### config.mk
export PLATFORM = sky130hd
export DESIGN_NAME = mmio_uart_tx_flat
export DESIGN_NICKNAME = d
export VERILOG_FILES = /design/src/rtl/mmio_uart_tx_pkg.sv /design/src/rtl/mmio_uart_tx_if.sv /design/src/rtl/mmio_uart_tx_sync_fifo.sv /design/src/rtl/mmio_uart_tx.sv /design/src/flat_wrapper.sv
export SDC_FILE = /design/constraint.sdc
export NUM_CORES = 1
export LEC_CHECK = 0
export BUFFER_PORTS_ARGS = -buffer_cell sky130_fd_sc_hd__buf_2
export CAP_MARGIN = 5
export CORE_UTILIZATION = 50
export CTS_CLUSTER_SIZE = 12
export DETAILED_ROUTE_END_ITERATION = 8
export GPL_TIMING_DRIVEN = 0
export PLACE_DENSITY = 0.73
export SKIP_CTS_REPAIR_TIMING = 1
export SLEW_MARGIN = 10
export SYNTH_ARGS = -nofsm -noshare
export SYNTH_HDL_FRONTEND = slang
export SYNTH_SLANG_ARGS = --single-unit
export TNS_END_PERCENT = 100
### constraint.sdc
create_clock -name clk -period 3.45 [get_ports clk]
set_input_delay 1.035 -clock clk [delete_from_list [all_inputs] [get_ports clk]]
set_output_delay 1.035 -clock clk [all_outputs]
set_load 0.1 [all_outputs]
### src/rtl/mmio_uart_tx_pkg.sv
// rtl/mmio_uart_tx_pkg.sv - shared register map, status layout and FSM encoding
package mmio_uart_tx_pkg;

    // Register offsets within the 16-byte window (addr[3:0]).
    localparam logic [3:0] OFF_TXDATA = 4'h0;
    localparam logic [3:0] OFF_STATUS = 4'h4;

    // STATUS register bit positions.
    localparam int STAT_BUSY      = 0;
    localparam int STAT_FULL      = 1;
    localparam int STAT_EMPTY     = 2;
    localparam int STAT_COUNT_LSB = 8;
    localparam int STAT_COUNT_W   = 5;

    typedef enum logic [1:0] {
        ST_IDLE  = 2'd0,
        ST_START = 2'd1,
        ST_DATA  = 2'd2,
        ST_STOP  = 2'd3
    } tx_state_e;

endpackage

### src/rtl/mmio_uart_tx_if.sv
// rtl/mmio_uart_tx_if.sv - CPU data-memory bus slice seen by the UART transmitter
// Signals:
//   rd_en, wr_en  read / write strobes from the CPU data port
//   addr, wdata   CPU address and write data
//   hit           this block owns addr (combinational, from the slave)
//   rdata         register read data (combinational, from the slave)
interface mmio_uart_tx_if;
    logic        rd_en;
    logic        wr_en;
    logic [31:0] addr;
    logic [31:0] wdata;
    logic        hit;
    logic [31:0] rdata;

    modport master (
        output rd_en, wr_en, addr, wdata,
        input  hit, rdata
    );

    modport slave (
        input  rd_en, wr_en, addr, wdata,
        output hit, rdata
    );
endinterface

### src/rtl/mmio_uart_tx_sync_fifo.sv
// rtl/mmio_uart_tx_sync_fifo.sv - single-clock FIFO feeding the UART serializer
// Ports:
//   clk, reset          clock, async active-low reset
//   push, push_data     enqueue request and data
//   pop, pop_data       dequeue request; pop_data shows the head combinationally
//   full, empty, count  occupancy flags and entry count
module mmio_uart_tx_sync_fifo #(
    parameter  int WIDTH = 8,
    parameter  int DEPTH = 8,
    localparam int AW    = $clog2(DEPTH),
    localparam int CW    = AW + 1
) (
    input  logic             clk,
    input  logic             reset,
    input  logic             push,
    input  logic [WIDTH-1:0] push_data,
    input  logic             pop,
    output logic [WIDTH-1:0] pop_data,
    output logic             full,
    output logic             empty,
    output logic [CW-1:0]    count
);
    logic [WIDTH-1:0] mem [DEPTH];
    logic [AW-1:0]    wr_ptr;
    logic [AW-1:0]    rd_ptr;
    logic             push_ok;
    logic             pop_ok;

    assign full     = (count == CW'(DEPTH));
    assign empty    = (count == '0);
    // A pop in the same cycle frees the slot, so a push to a full FIFO is still taken.
    assign push_ok  = push && (!full || pop);
    assign pop_ok   = pop && !empty;
    assign pop_data = mem[rd_ptr];

    always_ff @(posedge clk or negedge reset) begin
        if (!reset) begin
            wr_ptr <= '0;
            rd_ptr <= '0;
            count  <= '0;
        end else begin
            if (push_ok) wr_ptr <= wr_ptr + 1'b1;
            if (pop_ok)  rd_ptr <= rd_ptr + 1'b1;
            case ({push_ok, pop_ok})
                2'b10:   count <= count + 1'b1;
                2'b01:   count <= count - 1'b1;
                default: count <= count;
            endcase
        end
    end

    always_ff @(posedge clk) begin
        if (push_ok) mem[wr_ptr] <= push_data;
    end
endmodule

### src/rtl/mmio_uart_tx.sv
// rtl/mmio_uart_tx.sv - memory-mapped 8N1 UART transmitter with TX FIFO
// Ports:
//   clk       system clock
//   reset     async active-low reset
//   bus       CPU data bus slave (rd_en/wr_en/addr/wdata in, hit/rdata out)
//   uart_txd  registered serial output, idles high
module mmio_uart_tx
    import mmio_uart_tx_pkg::*;
#(
    parameter logic [31:0] BASE_ADDR  = 32'hFFFF_0000,
    parameter logic [15:0] CLK_DIV    = 16'd868,
    parameter int          FIFO_DEPTH = 8
) (
    input  logic            clk,
    input  logic            reset,
    mmio_uart_tx_if.slave   bus,
    output logic            uart_txd
);
    localparam int          CW          = $clog2(FIFO_DEPTH) + 1;
    localparam logic [15:0] BAUD_RELOAD = CLK_DIV - 16'd1;

    logic [3:0]    offset;
    logic          wr_txdata;
    logic          fifo_pop;
    logic [7:0]    fifo_head;
    logic          fifo_full;
    logic          fifo_empty;
    logic [CW-1:0] fifo_count;
    logic [31:0]   status;

    tx_state_e   state_q, state_d;
    logic [15:0] baud_q, baud_d;
    logic [2:0]  idx_q, idx_d;
    logic [7:0]  shift_q, shift_d;
    logic        txd_q, txd_d;
    logic        baud_done;

    logic unused_wdata;
    assign unused_wdata = &{1'b0, bus.wdata[31:8]};

    assign offset    = bus.addr[3:0];
    assign bus.hit   = (bus.addr[31:4] == BASE_ADDR[31:4]);
    assign wr_txdata = bus.wr_en && bus.hit && (offset == OFF_TXDATA);

    mmio_uart_tx_sync_fifo #(
        .WIDTH (8),
        .DEPTH (FIFO_DEPTH)
    ) u_fifo (
        .clk       (clk),
        .reset     (reset),
        .push      (wr_txdata),
        .push_data (bus.wdata[7:0]),
        .pop       (fifo_pop),
        .pop_data  (fifo_head),
        .full      (fifo_full),
        .empty     (fifo_empty),
        .count     (fifo_count)
    );

    always_comb begin
        status                                  = '0;
        status[STAT_BUSY]                       = (state_q != ST_IDLE);
        status[STAT_FULL]                       = fifo_full;
        status[STAT_EMPTY]                      = fifo_empty;
        status[STAT_COUNT_LSB +: STAT_COUNT_W]  = STAT_COUNT_W'(fifo_count);
    end

    always_comb begin
        bus.rdata = '0;
        if (bus.rd_en && bus.hit && (offset == OFF_STATUS)) bus.rdata = status;
    end

    // State register; txd is registered so the line never glitches.
    always_ff @(posedge clk or negedge reset) begin
        if (!reset) begin
            state_q <= ST_IDLE;
            baud_q  <= '0;
            idx_q   <= '0;
            shift_q <= '0;
            txd_q   <= 1'b1;
        end else begin
            state_q <= state_d;
            baud_q  <= baud_d;
            idx_q   <= idx_d;
            shift_q <= shift_d;
            txd_q   <= txd_d;
        end
    end

    assign baud_done = (baud_q == '0);

    // Next-state: every state change reloads the baud counter.
    always_comb begin
        state_d  = state_q;
        baud_d   = baud_done ? baud_q : baud_q - 16'd1;
        idx_d    = idx_q;
        shift_d  = shift_q;
        fifo_pop = 1'b0;
        case (state_q)
            ST_IDLE: begin
                baud_d = baud_q;
                if (!fifo_empty) begin
                    fifo_pop = 1'b1;
                    shift_d  = fifo_head;
                    baud_d   = BAUD_RELOAD;
                    state_d  = ST_START;
                end
            end
            ST_START: begin
                if (baud_done) begin
                    baud_d  = BAUD_RELOAD;
                    idx_d   = '0;
                    state_d = ST_DATA;
                end
            end
            ST_DATA: begin
                if (baud_done) begin
                    baud_d  = BAUD_RELOAD;
                    shift_d = {1'b0, shift_q[7:1]};
                    idx_d   = idx_q + 3'd1;
                    if (idx_q == 3'd7) state_d = ST_STOP;
                end
            end
            ST_STOP: begin
                if (baud_done) begin
                    baud_d = BAUD_RELOAD;
                    // Chain straight into the next start bit so frames stay contiguous.
                    if (!fifo_empty) begin
                        fifo_pop = 1'b1;
                        shift_d  = fifo_head;
                        state_d  = ST_START;
                    end else begin
                        state_d  = ST_IDLE;
                    end
                end
            end
            default: state_d = ST_IDLE;
        endcase
    end

    // Output: line level for the state being entered, latched at the same edge.
    always_comb begin
        txd_d = 1'b1;
        case (state_d)
            ST_START: txd_d = 1'b0;
            ST_DATA:  txd_d = shift_d[0];
            default:  txd_d = 1'b1;
        endcase
    end

    assign uart_txd = txd_q;
endmodule

### src/flat_wrapper.sv
// flat-port wrapper written by rule: the top's interface ports become plain ports
module mmio_uart_tx_flat import mmio_uart_tx_pkg::*;
#(
    parameter logic [31:0] BASE_ADDR  = 32'hFFFF_0000,
    parameter logic [15:0] CLK_DIV    = 16'd868,
    parameter int          FIFO_DEPTH = 8
)
  (clk, reset, uart_txd, bus_rd_en, bus_wr_en, bus_addr, bus_wdata, bus_hit, bus_rdata);
  mmio_uart_tx_if bus_i ();
  input  logic clk;
  input  logic reset;
  output logic uart_txd;
  input wire logic [$bits(bus_i.rd_en)-1:0] bus_rd_en;
  input wire logic [$bits(bus_i.wr_en)-1:0] bus_wr_en;
  input wire logic [$bits(bus_i.addr)-1:0] bus_addr;
  input wire logic [$bits(bus_i.wdata)-1:0] bus_wdata;
  output wire logic [$bits(bus_i.hit)-1:0] bus_hit;
  output wire logic [$bits(bus_i.rdata)-1:0] bus_rdata;
  assign bus_i.rd_en = bus_rd_en;
  assign bus_i.wr_en = bus_wr_en;
  assign bus_i.addr = bus_addr;
  assign bus_i.wdata = bus_wdata;
  assign bus_hit = bus_i.hit;
  assign bus_rdata = bus_i.rdata;
  mmio_uart_tx #(.BASE_ADDR(BASE_ADDR), .CLK_DIV(CLK_DIV), .FIFO_DEPTH(FIFO_DEPTH)) u_core (.clk(clk), .reset(reset), .bus(bus_i), .uart_txd(uart_txd));
endmodule
==> run summary <==
Outcome: finished with violations
Failing checks: setup timing
Total die area: 10500 um2
PD cells: 382 nW/um2
Most used cell, CP: nor4_4
Gate Count Post-Synth: 375
Place WS: -0.528 ns
Clock slew at reported path FFs: 0.10 ns
Nets: 562
Peak VDD IR: 379 uV
Crit. End Element: primary output
Worst path top cell family by delay: simple AND/OR/NAND/NOR gates
CP Cell Sequence: buf_2 > nor4_4 > nand4_1 > nor4_4 > nand2_4 > nor2_4 > and2_4 > buf_12
Startpoint Class: input port
Hold_sp: u_core.u_fifo.wr_ptr[2]
Sequential share of the synthesized area: 0.577
CP required: 2.41 ns
Synth Cell Area: 5060 um2
Fmax: 279 MHz
Core Area: 9770 um2
Final Hold Fails: 0
Commonest non-fill, non-tap cell in the layout: edfxtp_1
LEAKAGE: 2.58 nW
Row count: 36
ANT cells: 0
Starting Density: 0.518
Final estimated routing congestion in global placement: 0.788
Clock Skew: 0.0114 ns
CP arrival: 2.55 ns
Drt pass-1 iters: 7
Delay of the slowest critical-path stage: 0.33 ns
Detail Route Antenna Nets: 0
DR vias/cell: 5.44
Minimum clock period: 3.59 ns
Sum Neg Setup Slack: -0.798 ns
Least-Margin Pin Slew: 0.944 ns
# port buffers: 52
Post-synth ARST share: 0.385
R2R Path Start: u_core.state_q[1]
Per-cell routed wire length: 17.0 um
Most frequent cells in the layout: edfxtp_1, buf_2, buf_4
Worst Path Buf+Inv: 2
Warnings from Yosys: 0
Residual DRC: 0
Relative slew margins: 0.365
Finished Core Util: 0.649
Total CTS buffers: 9
Crit-path slowest cell: nor4_4
Max FO, Critical Path: 5
R2R depth: 13
Hold Path Class: reg2reg
CTS tree: done
Part of the cycle the worst path needs: 1.04
Max cap viols: 0
CTS Buffer Depth: 2
Yosys reg bits: 104
Total Wirelength: 10500 um
Initial drt markers: 177
Aggregate global-route resource usage: 0.206
Layout area overhead: 25.2%
I/O Pins: 102
Gr ovfl total: 0
Ratio of cells with drive above 1 in the final layout: 0.369
Distinct cells, synth: 60
Flop2flop setup slack: -0.02 ns
Die Y: 103 um
Worst Setup SP: bus_addr[9]
Antenna violations before repair: 0
Vias: 3361
H-tree depth: 3
Global-route wire length before repair: 15900 um
Die extent in x: 103 um
Most used DFF post-synth: edfxtp_1
EDFF count, synth: 64
Final Worst Setup Slack: -0.137 ns
DPL Wire Length: 7020 um
Worst hold margin: 0.498 ns
Clk Latency, worst-skew pair: 0.37 ns
Root buf cell: clkbuf_8
Hold Path Stages: 1
Unrepaired setup endpoints after global routing: true
Critical path depth in cells: 8
Worst setup path category: in2out
Average size of a mapped cell: 13.5 um2
CTS Sinks: 104
Max Slew Vio Count: 0
Largest net degree at the start of global routing: 41
Vias in the first global route: 3150
Setup violations, final: 7
[report_power, final]
group          internal (mW)  total [mW]  switching [mW]
clock                  0.347       0.779           0.432
sequential              1.36        1.38          0.0231
combinational         0.0861       0.267           0.181
[state kept, by name, indices dropped and copies added (netlist names)]
name,count
u_core.shift_q,8
u_core.idx_q,3
u_core.u_fifo.mem,64
u_core.u_fifo.rd_ptr,3
u_core.uart_txd,1
u_core.u_fifo.wr_ptr,3
u_core.state_q,2
u_core.u_fifo.count,4
u_core.baud_q,16
[routing by layer]
metal  GRT usage  vias up  share of wire
met4      0.0648        0          0.011
met2       0.357       84           0.54
li1            -     1574              -
met3      0.0488       13          0.037
met1       0.257     1690           0.41
met5           0        -              0
[cells in the mapped netlist, types with 2 or more instances]
| library cell | n | area share |
|---|---|---|
| edfxtp_1 | 64 | 0.38 |
| dfrtp_1 | 39 | 0.19 |
| nor2_1 | 28 | 0.021 |
| buf_4 | 25 | 0.037 |
| nand2_1 | 17 | 0.013 |
| mux4_2 | 16 | 0.071 |
| ha_1 | 14 | 0.035 |
| nor3_1 | 12 | 0.012 |
| xor2_1 | 12 | 0.021 |
| clkbuf_1 | 10 | 0.0074 |
| inv_1 | 10 | 0.0074 |
| o21ai_0 | 10 | 0.0099 |
| xnor2_1 | 9 | 0.016 |
| mux2i_1 | 8 | 0.016 |
| a221o_1 | 7 | 0.014 |
| and2_1 | 6 | 0.0074 |
| nor2b_1 | 6 | 0.0074 |
| a21oi_1 | 5 | 0.0049 |
| nor4_1 | 5 | 0.0062 |
| or3_1 | 5 | 0.0062 |
| mux2_2 | 4 | 0.0089 |
| nand3_1 | 4 | 0.0040 |
| nand4_1 | 4 | 0.0049 |
| o211ai_1 | 4 | 0.0059 |
| or4_1 | 4 | 0.0059 |
| a211oi_1 | 2 | 0.0030 |
| a22o_1 | 2 | 0.0035 |
| buf_1 | 2 | 0.0015 |
| nand3b_1 | 2 | 0.0030 |
| nand4b_1 | 2 | 0.0035 |
| nor4_2 | 2 | 0.0049 |
| nor4b_1 | 2 | 0.0035 |
| o21a_1 | 2 | 0.0030 |
| o21ai_1 | 2 | 0.0020 |
| o31ai_1 | 2 | 0.0030 |
| or3b_2 | 2 | 0.0035 |
| or4_4 | 2 | 0.0044 |
[cells by family after synthesis]
logic type | count (synthesis) | synth area share
fa+ha+maj | 14 | 0.0346
flops | 104 | 0.577
buf+inv | 48 | 0.0544
xor+xnor | 21 | 0.0363
other cells | 1 | 0.000741
mux | 29 | 0.0988
simple gates | 115 | 0.137
compound gates | 43 | 0.0610
[path summary, 6_finish.rpt]
check / endpoint
max: bus_rdata[9]
min: u_core.u_fifo.wr_ptr[2]
min reg2reg: u_core.u_fifo.wr_ptr[2]
max reg2reg: u_core.u_fifo.count[2]
min in group asynchronous: u_core.state_q[1]
max in group asynchronous: u_core.state_q[0]
[worst reg2reg max path, delay by kind of cell (launching register included)]
family	cells	cell delay, ns
AO/OA/AOI/OAI	2	0.33
adder cells (fa/ha/maj)	3	0.58
flip-flops	1	0.44
AND/OR/NAND/NOR	5	1.59
XOR/XNOR	3	0.42
[final cells by class]
| type | instances | area (um2) |
|---|---|---|
| Buffer | 38 | 238 |
| Inverter | 10 | 37.5 |
| Fill cell | 728 | 3430 |
| Multi-Input combinational cell | 247 | 2210 |
| Sequential cell | 104 | 2930 |
| Tap cell | 133 | 166 |
| Timing Repair Buffer | 70 | 561 |
| Clock buffer | 10 | 128 |
| Clock inverter | 6 | 71.3 |
[metrics by stage]
step           power (mW)  std cells  area, um2
2_1_floorplan        1.60        399       5340
3_3_place_gp         1.66        584       5770
3_5_place_dp         1.67        584       5770
4_1_cts              2.44        600       5970
5_1_grt              2.51        618       6340
6_report             2.42        618       6340
Power figures use the tool's default switching activity.
